==> config.mk <==
export PLATFORM = sky130hd
export DESIGN_NAME = jtag_ir_ctrl
export DESIGN_NICKNAME = d
export VERILOG_FILES = /design/src/rtl/jtag_pkg.sv /design/src/rtl/jtag_ir_decode.sv /design/src/rtl/jtag_ir_ctrl.sv
export SDC_FILE = /design/constraint.sdc
export NUM_CORES = 1
export LEC_CHECK = 0
export ABC_AREA = 1
export BUFFER_PORTS_ARGS = -buffer_cell sky130_fd_sc_hd__clkbuf_2
export CAP_MARGIN = 20
export CORE_ASPECT_RATIO = 0.7
export CORE_MARGIN = 3
export CORE_UTILIZATION = 25
export DETAILED_ROUTE_END_ITERATION = 6
export GPL_TIMING_DRIVEN = 0
export PLACE_DENSITY = 0.5
export SETUP_SLACK_MARGIN = 0.15
export SYNTH_ARGS = -nofsm -noshare
export SYNTH_HDL_FRONTEND = slang
export SYNTH_SLANG_ARGS = --single-unit
==> constraint.sdc <==
create_clock -name TCK -period 0.8 [get_ports TCK]
set_input_delay 0.04 -clock TCK [delete_from_list [all_inputs] [get_ports TCK]]
set_output_delay 0.04 -clock TCK [all_outputs]
set_load 0.02 [all_outputs]
==> src/rtl/jtag_pkg.sv <==
// Shared JTAG constants and the IR select bundle.
// Used by the TAP FSM, the IR controller and the DR mux.
package jtag_pkg;

  localparam int IR_WIDTH_DEF = 4;
  localparam int N_USER_DEF   = 4;
  localparam int N_USER_MAX   = 8;

  localparam logic [3:0] CAPTURE_VAL_DEF  = 4'b0101;
  localparam logic [3:0] OP_EXTEST_DEF    = 4'b0000;
  localparam logic [3:0] OP_IDCODE_DEF    = 4'b0001;
  localparam logic [3:0] OP_SAMPLE_DEF    = 4'b0010;
  localparam logic [3:0] OP_USER_BASE_DEF = 4'b1000;

  typedef struct packed {
    logic                  extest;
    logic                  idcode;
    logic                  sample;
    logic                  bypass;
    logic [N_USER_MAX-1:0] user;
  } ir_sel_t;

  localparam ir_sel_t SEL_RESET = '{
    extest: 1'b0,
    idcode: 1'b1,
    sample: 1'b0,
    bypass: 1'b0,
    user:   '0
  };

endpackage

==> src/rtl/jtag_ir_decode.sv <==
// Registered opcode-to-select decoder; exactly one select is high.
// Unknown opcodes (including all-ones) select BYPASS.
module jtag_ir_decode
  import jtag_pkg::*;
#(
  parameter int                  IR_WIDTH     = IR_WIDTH_DEF,
  parameter logic [IR_WIDTH-1:0] OP_EXTEST    = IR_WIDTH'(OP_EXTEST_DEF),
  parameter logic [IR_WIDTH-1:0] OP_IDCODE    = IR_WIDTH'(OP_IDCODE_DEF),
  parameter logic [IR_WIDTH-1:0] OP_SAMPLE    = IR_WIDTH'(OP_SAMPLE_DEF),
  parameter logic [IR_WIDTH-1:0] OP_USER_BASE = IR_WIDTH'(OP_USER_BASE_DEF),
  parameter int                  N_USER       = N_USER_DEF
) (
  input  logic                clk,
  input  logic                rst,
  input  logic                load,
  input  logic [IR_WIDTH-1:0] opcode,
  output ir_sel_t             sel
);

  logic [N_USER_MAX-1:0] usr;
  ir_sel_t               nxt;

  always_comb begin
    usr = '0;
    for (int k = 0; k < N_USER; k++) begin
      usr[k] = (opcode == IR_WIDTH'(int'(OP_USER_BASE) + k));
    end
    nxt = '0;
    unique case (1'b1)
      (opcode == OP_EXTEST): nxt.extest = 1'b1;
      (opcode == OP_IDCODE): nxt.idcode = 1'b1;
      (opcode == OP_SAMPLE): nxt.sample = 1'b1;
      (|usr):                nxt.user   = usr;
      default:               nxt.bypass = 1'b1;
    endcase
  end

  always_ff @(posedge clk) begin
    if (rst) begin
      sel <= SEL_RESET;
    end else if (load) begin
      sel <= nxt;
    end
  end

endmodule

==> src/rtl/jtag_ir_ctrl.sv <==
// Parametrised JTAG instruction register: capture/shift, update, decode.
// Optional IR_PARITY_EN adds a parity bit shifted in last and sticky IR_ERR.
module jtag_ir_ctrl
  import jtag_pkg::*;
#(
  parameter int                  IR_WIDTH     = IR_WIDTH_DEF,
  parameter logic [IR_WIDTH-1:0] CAPTURE_VAL  = IR_WIDTH'(CAPTURE_VAL_DEF),
  parameter logic [IR_WIDTH-1:0] OP_EXTEST    = IR_WIDTH'(OP_EXTEST_DEF),
  parameter logic [IR_WIDTH-1:0] OP_IDCODE    = IR_WIDTH'(OP_IDCODE_DEF),
  parameter logic [IR_WIDTH-1:0] OP_SAMPLE    = IR_WIDTH'(OP_SAMPLE_DEF),
  parameter logic [IR_WIDTH-1:0] OP_USER_BASE = IR_WIDTH'(OP_USER_BASE_DEF),
  parameter int                  N_USER       = N_USER_DEF
) (
  input  logic                TCK,
  input  logic                TRST,
  input  logic                TLR,
  input  logic                CAPTURE_IR,
  input  logic                SHIFT_IR,
  input  logic                UPDATE_IR,
  input  logic                TDI,
  output logic                I_TDO,
  output logic [IR_WIDTH-1:0] LATCH_IR,
  output logic                SEL_EXTEST,
  output logic                SEL_IDCODE,
  output logic                SEL_SAMPLE,
  output logic                SEL_BYPASS,
  output logic [N_USER-1:0]   SEL_USER,
  output logic                IR_ERR
);

`ifdef IR_PARITY_EN
  localparam int SR_W = IR_WIDTH + 1;
`else
  localparam int SR_W = IR_WIDTH;
`endif

  logic [SR_W-1:0] sr;
  logic            rst;
  logic            par_ok;
  ir_sel_t         sel;
  logic            unused_sel;

  assign rst = TRST | TLR;

  always_ff @(posedge TCK) begin
    if (rst) begin
      sr <= '0;
    end else if (CAPTURE_IR) begin
      sr <= SR_W'(CAPTURE_VAL);
    end else if (SHIFT_IR) begin
      sr <= {TDI, sr[SR_W-1:1]};
    end
  end

`ifdef IR_PARITY_EN
  // Parity bit must equal the XOR of the opcode bits
  assign par_ok = ~(^sr);

  always_ff @(posedge TCK) begin
    if (rst) begin
      IR_ERR <= 1'b0;
    end else if (UPDATE_IR && !par_ok) begin
      IR_ERR <= 1'b1;
    end
  end
`else
  assign par_ok = 1'b1;
  assign IR_ERR = 1'b0;
`endif

  // Update uses the pre-shift SR even if SHIFT_IR is also high
  always_ff @(posedge TCK) begin
    if (rst) begin
      LATCH_IR <= OP_IDCODE;
    end else if (UPDATE_IR && par_ok) begin
      LATCH_IR <= sr[IR_WIDTH-1:0];
    end
  end

  always_ff @(negedge TCK) begin
    if (TRST) begin
      I_TDO <= 1'b0;
    end else begin
      I_TDO <= sr[0];
    end
  end

  jtag_ir_decode #(
    .IR_WIDTH     (IR_WIDTH),
    .OP_EXTEST    (OP_EXTEST),
    .OP_IDCODE    (OP_IDCODE),
    .OP_SAMPLE    (OP_SAMPLE),
    .OP_USER_BASE (OP_USER_BASE),
    .N_USER       (N_USER)
  ) u_dec (
    .clk    (TCK),
    .rst    (rst),
    .load   (UPDATE_IR & par_ok),
    .opcode (sr[IR_WIDTH-1:0]),
    .sel    (sel)
  );

  assign SEL_EXTEST = sel.extest;
  assign SEL_IDCODE = sel.idcode;
  assign SEL_SAMPLE = sel.sample;
  assign SEL_BYPASS = sel.bypass;
  assign SEL_USER   = sel.user[N_USER-1:0];
  assign unused_sel = ^sel.user;

endmodule
# Word level (Yosys, flattened, before mapping)
# Cells that the tools add are included.
[totals]
reg_bits = 17
in_bits = 7
output_inout_bits = 14
[op_classes]
eq_ne = 6
mux = 7
bitwise_logic = 1
reduce_logical = 5
[op_table]
columns = ["op", "count"]
rows = [
  ["$eq A4 B4 Y1 const B", 4],
  ["$reduce_or A7 Y1", 1],
  ["$mux W3", 2],
  ["$eq A4 B1 Y1 const B", 1],
  ["$eq A4 B2 Y1 const B", 1],
  ["$logic_not A4 Y1", 1],
  ["$mux W1", 4],
  ["$mux W4", 1],
  ["$reduce_or A4 Y1", 1],
  ["$reduce_bool A2 Y1", 1],
  ["$reduce_or A2 Y1", 1],
  ["$or A1 B1 Y1", 1],
]

# Longest topological paths before layout
# Gate-level depths: netlist of run 1.
[depth]
depth_word = 3
mapped_depth = 5
ltp_nobuf = 5

# Cells and area by module
# A second synthesis of run 1 with hierarchy kept.
[hier_totals]
cells_unflattened = 106
area_unflattened_um2 = 759.5
[by_module_without_submodules]
columns = ["mod", "instances", "cells_per_inst", "area_each_um2"]
rows = [
  ["jtag_ir_decode", 1, 58, 397.9],
  ["jtag_ir_ctrl", 1, 48, 361.6],
]

==> flow_summary.toml, run 1 <==
[final_layout]
layout.nets = 131
fill_cells = 253
final_cell_mix = "nand2_1 (17), dfxtp_2 (14), buf_8 (14)"
diodes = 0
instances_no_fill = 157
drive_above_1_share = 0.6748
multi_input_comb_area_sq_um = 395.4
final_common_cell = "nand2_1"
area_growth_syn_to_layout_pct = 82.52
ff_latch_area_sq_um = 369.1

[worst_setup_path]
worst_path_largest_cell_delay_ns = 0.31
required_ns = 0.76
rr_worst_depth = 2
crit_chain = "buf_8"
r2r_end = "I_TDO$_SDFF_NP0_"
r2r_slack_ns = -0.18
crit_family = "flip-flops"
critPathKind = "reg -> out"
crit_fanout = 1
r2r-start = "sr[0]$_SDFFE_PP0P_"
cp_slowest_cell = "dfxtp_2"
critical_path_arrival_ns = 1.14
end_kind = "primary output"
start_kind = "flip-flop"
critPathBufInv = 1

[drt]
vias_per_cell = 4.236
remaining_drc_errors = 0
drt_first_iter_violations = 9
drtAntennaViolNets = 0
num_vias = 665
wire_per_inst_um = 10.74
wl_um = 1686
drt_first_pass_iters = 4

[worst_hold_path]
hold_depth = 3
worstHoldStart = "TDI"
min-delay-path-class = "in -> reg"
hold_end = "sr[3]$_SDFFE_PP0P_"

[synthesis]
yosys-top-cells-area = "dfxtp_1 (49%), nand2_1 (11%), a21oi_1 (5.0%), nand3_1 (5.0%), inv_1 (4.9%)"
syn_nets = 97
synth_area_per_cell_sq_um = 7.716
synth-seq-cells = 17
synth_cells = 90
netlist_area_sq_um = 694.4
netlist-cell-type-count = 18
post-synth-top-area-cell = "dfxtp_1"
synth.top_cell.area_share = 0.4901
ys_seq_area_frac = 0.4901
ys_warn_count = 0

[clock_tree]
h-tree-depth = 1
clockBufferDepth = 2
clockRootBuffer = "clkbuf_8"
cts_made_buffers = 3
clkTransAtPathRegs_ns = 0.06
clock_latency_ns = 0.31
cts_tree = "yes"
cts_sinks = 17

[global_route]
grt_max_degree = 11
grt_pass1_wl_um = 2656
grt_pass1_vias = 603
grt_use_total = 0.1041
antenna_found_initial = 0
grt_overflow_total = 0

[floorplanning]
coreArea_sq_mm = 0.002552
start_util = 0.2721
die_area_sq_mm = 0.003456
io_pins = 21
fp.dieH_um = 50.10
rows = 15
die_x_um = 68.99

[timing]
layout_setup_ws_ns = -0.3806
finClkSkew_ns = 0.06196
fin_setup_tns_ns = -0.9800
final-hold-violation-count = 0
drv_slew = 0
setup_viol = 11
grt_setup_unrepaired = "yes"
hold-worst-slack_ns = 0.009390

[outcome]
violations = "setup timing"
status = "finished, violations left"

[placed_design]
dpl.hpwl_um = 1111
gp_congestion = 0.8194
io_buffers = 19
placed_cells = 143

[power]
ir_drop_v = 0.0009259
p_leak_nw = 0.5219
finalPower_mw = 1.962
powerDensity_mw_per_mm2 = 1548

[run]
maxCapViolCount = 0
## cells by family after synthesis
| kind of cell | after synthesis | synth area share |
|---|---|---|
| buf+inv | 13 | 0.08828 |
| other cells | 1 | 0.005400 |
| flops | 17 | 0.4901 |
| simple gates | 44 | 0.2793 |
| compound gates | 15 | 0.1369 |
## final cells by class
class	count	share of cell area
Multi-Input combinational cell	60	0.3119
Sequential cell	17	0.2912
Timing Repair Buffer	29	0.2586
Tap cell	34	0.03356
Clock buffer	3	0.03258
Inverter	9	0.02863
Buffer	3	0.02665
Clock inverter	2	0.01678
## per-layer routing
metal  share of wire  track usage  up-vias
met2            0.44       0.1392       17
met4          0.0047      0.02913        0
met5               0            0        -
met1            0.48       0.1407      293
met3           0.073      0.05923        2
li1                -            -      353
## registers in the layout, indices dropped and copies added (netlist names)
register	cells
u_dec.sel	8
sr	4
I_TDO	1
LATCH_IR	4
## Yosys cell counts
cell / n
a211oi_2: 1
a21oi_1: 7
a21oi_2: 2
buf_2: 1
buf_4: 1
buf_6: 1
conb_1: 1
dfxtp_1: 17
inv_1: 9
inv_2: 1
nand2_1: 21
nand3_1: 7
nor2_1: 9
nor2_2: 4
nor2_4: 1
nor3_1: 2
o211a_1: 1
o21ai_0: 4
## per-stage QoR
stage / utilization / cell area (sq um) / setup slack, ns
after floorplan: - / 723.2 / -0.1112
after CTS: 0.4500 / 1149 / -0.4006
after detailed placement: 0.3373 / 860.8 / -0.1760
final: 0.4966 / 1267 / -0.3806
after global placement: 0.3373 / 860.8 / -0.1496
after global routing: 0.4966 / 1267 / -0.4138
## where the power goes
part	switching (mW)	internal [mW]
sequential	0.0292	0.867
combinational	0.136	0.121
clock	0.299	0.509
total	0.465	1.50
## timing repair
| item | in CTS | in global routing |
|---|---|---|
| pin swaps | 9 | 4 |
| hold endpoints to repair | 0 | 0 |
| endpoints found under the setup margin | 29 | 30 |
| buffers inserted | 5 | 5 |
| hold buffers | 0 | 0 |
| gates resized for setup | 57 | 26 |
## worst max-delay path by stage
stage | end | from | cells after the start | slack, ns
finish | I_TDO | I_TDO$_SDFF_NP0_ | 1 | -0.38
global route | I_TDO | I_TDO$_SDFF_NP0_ | 1 | -0.41
CTS | I_TDO | I_TDO$_SDFF_NP0_ | 1 | -0.40
detailed placement | I_TDO$_SDFF_NP0_ | sr[0]$_SDFFE_PP0P_ | 2 | -0.18
global placement | I_TDO$_SDFF_NP0_ | sr[0]$_SDFFE_PP0P_ | 2 | -0.15
floorplan | I_TDO$_SDFF_NP0_ | sr[0]$_SDFFE_PP0P_ | 2 | -0.11
(Power assumes the default switching activity.)
==> run 2, diff against run 1 <==
MAX_ROUTING_LAYER = met4   (was default)
SYNTH_HIERARCHICAL = 1   (was default)
==> run 2 against run 1 <==
Net effect:
- the flow still finishes with violations (setup timing)
- combinational power fell by 9.3%
- synthesized cell count rose by 12%
- worst setup slack improved by 0.0037 ns
- power fell by 10%
- critical path depth did not move
- global-route usage fell by 0.73 points
- core utilization fell by 0.93 points
- count of clock-buffer cells in the layout rose by 1
- area after synthesis rose by 4.5%
- die area rose by 4.0%
- final cell count rose by 7.0%
- critical endpoint unchanged
- largest power group unchanged
==> flow_summary.toml, run 2 <==
[worst_setup_path]
crit_family = "flip-flops"
end_kind = "primary output"
critPathKind = "reg -> out"
crit_fanout = 1
critPathBufInv = 1
critical_path_arrival_ns = 1.14
crit_chain = "buf_8"
worst_path_largest_cell_delay_ns = 0.31
cp_slowest_cell = "dfxtp_2"
required_ns = 0.76
start_kind = "flip-flop"

[synthesis]
syn_nets = 108
synth_area_per_cell_sq_um = 7.185
netlist_area_sq_um = 725.7
synth_cells = 101
ys_warn_count = 6

[clock_tree]
clockBufferDepth = 2
cts_made_buffers = 3
clock_latency_ns = 0.31
cts_tree = "yes"
clkTransAtPathRegs_ns = 0.06
h-tree-depth = 1
cts_sinks = 17
clockRootBuffer = "clkbuf_8"

[power]
powerDensity_mw_per_mm2 = 1388
p_leak_nw = 0.5111
ir_drop_v = 0.0006824

[final_layout]
top_register = "u_dec/sel"
largest_reg_flops = 8
final_common_cell = "nand2_1"
final_util = 0.4873
reg.largest.list = "u_dec/sel: 8 flops, LATCH_IR: 4 flops, sr: 4 flops"
diodes = 0
layout.nets = 142
final_cell_mix = "nand2_1 (18), dfxtp_2 (14), buf_8 (13)"
area_growth_syn_to_layout_pct = 75.17
fill_cells = 237
fin_area_sq_mm = 0.001271
drive_above_1_share = 0.6567

[timing]
setup_viol = 6
drv_slew = 0
layout_setup_ws_ns = -0.3769
final-hold-violation-count = 0
finClkSkew_ns = 0.06291
grt_setup_unrepaired = "yes"

[placed_design]
io_buffers = 19
dpl.hpwl_um = 1119
place_area_sq_um = 913.4
gp_congestion = 0.7576
dpl_worst_slack_ns = -0.1648

[floorplanning]
io_pins = 21
start_util = 0.2782
coreArea_sq_mm = 0.002609
rows = 15
die_area_sq_mm = 0.003595
die_x_um = 70.40
fp.dieH_um = 51.08

[outcome]
status = "finished, violations left"
violations = "setup timing"

[drt]
remaining_drc_errors = 0
num_vias = 707
wire_per_inst_um = 9.643
drt_first_iter_violations = 10
drtAntennaViolNets = 0
wl_um = 1620
vias_per_cell = 4.208
drt_first_pass_iters = 4

[global_route]
grt_overflow_total = 0
grt_max_degree = 11
grt_use_total = 0.09684
grt_pass1_wl_um = 2670
antenna_found_initial = 0
grt_pass1_vias = 600

[run]
maxCapViolCount = 0

[worst_hold_path]
min-delay-path-class = "in -> reg"
run 2: metal layers:
layer	vias up	wire (um)	track usage
met5	-	0	-
met3	2	110	0.04715
met1	318	751	0.1194
li1	373	-	-
met2	14	745	0.1398
met4	0	13	0.02866
run 2: final cells by class:
cell class	instances	area [sq um]	share of cell area
timing repair buffer	29	319.1	0.2510
multi-input combinational	66	404.1	0.3179
sequential	17	369.1	0.2904
tap	34	42.54	0.03346
clock buffer	4	45.04	0.03543
clock inverter	1	3.754	0.002953
buffer	3	32.53	0.02559
inverter	14	55.05	0.04331
run 2: worst paths after layout:
kind	startpoint	endpoint	slack [ns]	cells after the start
worst max-delay path	I_TDO$_SDFF_NP0_	I_TDO	-0.38	1
worst min-delay path	TDI	sr[3]$_SDFFE_PP0P_	0.02	3
worst max register to register	sr[0]$_SDFFE_PP0P_	I_TDO$_SDFF_NP0_	-0.16	2
worst min register to register	LATCH_IR[0]$_SDFFE_PP1P_	LATCH_IR[0]$_SDFFE_PP1P_	0.48	2
run 2: where the power goes:
| part | switching, mW | total, mW | internal [mW] |
|---|---|---|---|
| sequential | 0.0307 | 0.893 | 0.862 |
| combinational | 0.123 | 0.233 | 0.110 |
| clock | 0.280 | 0.639 | 0.359 |
run 2: worst reg2reg max path, delay by kind of cell, from the launching register on:
kind / cells / cell delay [ns]
buffers and inverters: 1 / 0.06
DFF: 1 / 0.42
and+or+nand+nor: 1 / 0.07
run 2: what timing repair did:
item | 4_1_cts | 5_1_grt
pin swaps | 12 | 5
hold buffers | 0 | 0
setup endpoints to repair | 28 | 30
gates resized for setup | 41 | 33
setup buffers | 5 | 5
run 2: through the flow:
step	setup TNS (ns)	hold WS (ns)	power (mW)	std cells
detailed placement	-0.4029	0.2724	1.084	154
finish	-0.6450	0.02483	1.765	168
floorplan	-0.1506	0.1556	1.027	101
CTS	-0.5805	0.0008651	1.763	163
global route	-1.142	0.02317	1.862	168
global placement	-0.4170	0.2654	1.083	154
==> run 3, diff against run 2 <==
clock period = 1 ns   (was 0.8 ns; I/O delays follow)
==> run 3 against run 2 <==
Net effect:
- the flow still finishes with violations (setup timing)
- global-route usage fell by 0.93 points
- die area did not move
- register-to-register slack improved by 0.13 ns
- sequential share of layout area rose by 8.2 points
- clock power fell by 20%
- combinational power fell by 45%
- first-iteration DRC count rose by 130%
- wire length fell by 14%
- count of clock-buffer cells in the layout did not move
==> flow_summary.toml, run 3 (synthesis gave the netlist of run 2 again) <==
[worst_setup_path]
worst_path_largest_cell_delay_ns = 0.31
crit_path_start = "I_TDO$_SDFF_NP0_"
critical_path_arrival_ns = 1.24
crit_fanout = 1
end_kind = "primary output"
critPathKind = "reg -> out"
critPathBufInv = 1
crit_chain = "buf_8"
cp_slowest_cell = "dfxtp_2"
start_kind = "flip-flop"
r2r-start = "sr[0]$_SDFFE_PP0P_"
crit_family = "flip-flops"
required_ns = 0.95

[outcome]
violations = "setup timing"
status = "finished, violations left"

[power]
finalPower_mw = 1.352
pwr-share-comb = 0.094
power.internal_mw = 1.029
switchingPower_mw = 0.3225
swShare = 0.2386
p_leak_nw = 0.3954
p_seq_frac = 0.526
ir_drop_v = 0.0004432
powerDensity_mw_per_mm2 = 1454
pwr-share-clk = 0.380

[drt]
wl_um = 1395
drt_first_iter_violations = 23
vias_per_cell = 4.076
num_vias = 644
drtAntennaViolNets = 0
remaining_drc_errors = 0
drt_first_pass_iters = 4
wire_per_inst_um = 8.829

[placed_design]
gp_congestion = 0.7146
io_buffers = 19
dpl_worst_slack_ns = -0.06325
dpl.hpwl_um = 1096
placed_cells = 154

[clock_tree]
clockBufferDepth = 2
cts_sinks = 17
clockRootBuffer = "clkbuf_8"
ctsHoldBuffers = 0
clock_latency_ns = 0.31
h-tree-depth = 1
clkTransAtPathRegs_ns = 0.06
cts_made_buffers = 3
cts_tree = "yes"

[run]
maxCapViolCount = 0

[floorplanning]
coreArea_sq_mm = 0.002609
die_x_um = 70.40
rows = 15
start_util = 0.2782
die_area_sq_mm = 0.003595
fp.dieH_um = 51.08
io_pins = 21

[final_layout]
fill_cells = 294
largest_reg_flops = 8
instances_no_fill = 158
top_register = "u_dec/sel"
drive_above_1_share = 0.3468
diodes = 0
layout.nets = 132
reg.largest.list = "u_dec/sel: 8 flops, LATCH_IR: 4 flops, sr: 4 flops"
final_cell_mix = "nand2_1 (25), clkbuf_2 (19), nor2_1 (14)"
final_common_cell = "nand2_1"
area_growth_syn_to_layout_pct = 28.10

[global_route]
grt_pass1_wl_um = 2325
grt_pass1_vias = 543
grt_overflow_total = 0
grt_max_degree = 11
antenna_found_initial = 0
grt_use_total = 0.08756

[timing]
drv_slew = 0
final-hold-violation-count = 0
setup_viol = 2
finClkSkew_ns = 0.06290
grt_setup_unrepaired = "yes"
fin_setup_tns_ns = -0.3143
layout_setup_ws_ns = -0.2871

[worst_hold_path]
min-delay-path-class = "in -> reg"
worstHoldStart = "TDI"
## run 3: metal layers
layer | vias to the layer above | wire length [um] | GRT usage
met3 | 2 | 117 | 0.04715
li1 | 351 | - | -
met2 | 18 | 574 | 0.1227
met4 | 0 | 15 | 0.03822
met5 | - | 0 | -
met1 | 273 | 688 | 0.1036
## run 3: what timing repair did
action	4_1_cts	5_1_grt
buffers inserted	0	0
resized for setup	6	3
setup endpoints to repair	9	9
## run 3: area by class of cell
cell class,count,area [sq um],share of cell area
inverters,14,52.55,0.05653
well taps,34,42.54,0.04576
clock inverters,1,3.754,0.004038
flip-flops and latches,17,346.6,0.3728
plain buffers,3,23.77,0.02557
clock buffers,4,45.04,0.04845
multi-input cells,66,310.3,0.3338
repair buffers,19,105.1,0.1131
## run 3: power groups by stage
stage / Sequential, mW / Combinational [mW] / Clock [mW]
global route: 0.713 / 0.141 / 0.568
floorplan: 0.732 / 0.0710 / 0.0125
finish: 0.711 / 0.127 / 0.514
detailed placement: 0.723 / 0.124 / 0.0125
global placement: 0.723 / 0.124 / 0.0125
CTS: 0.710 / 0.126 / 0.542
## run 3: through the flow
step	utilization	cell area, sq um	hold WS (ns)
after floorplan	-	726.9	0.1675
after global placement	0.3314	864.6	0.2896
after detailed placement	0.3314	864.6	0.2973
after CTS	0.3540	923.4	0.02111
after global routing	0.3564	929.6	0.03251
final	0.3564	929.6	0.03109
## run 3: path summary, 6_finish.rpt
kind / endpoint / slack [ns] / depth (start not counted)
worst max-delay path: I_TDO / -0.29 / 1
worst min-delay path: sr[3]$_SDFFE_PP0P_ / 0.03 / 3
worst max register to register: I_TDO$_SDFF_NP0_ / -0.03 / 2
worst min register to register: u_dec/sel[0]$_SDFFE_PP0P_ / 0.46 / 2
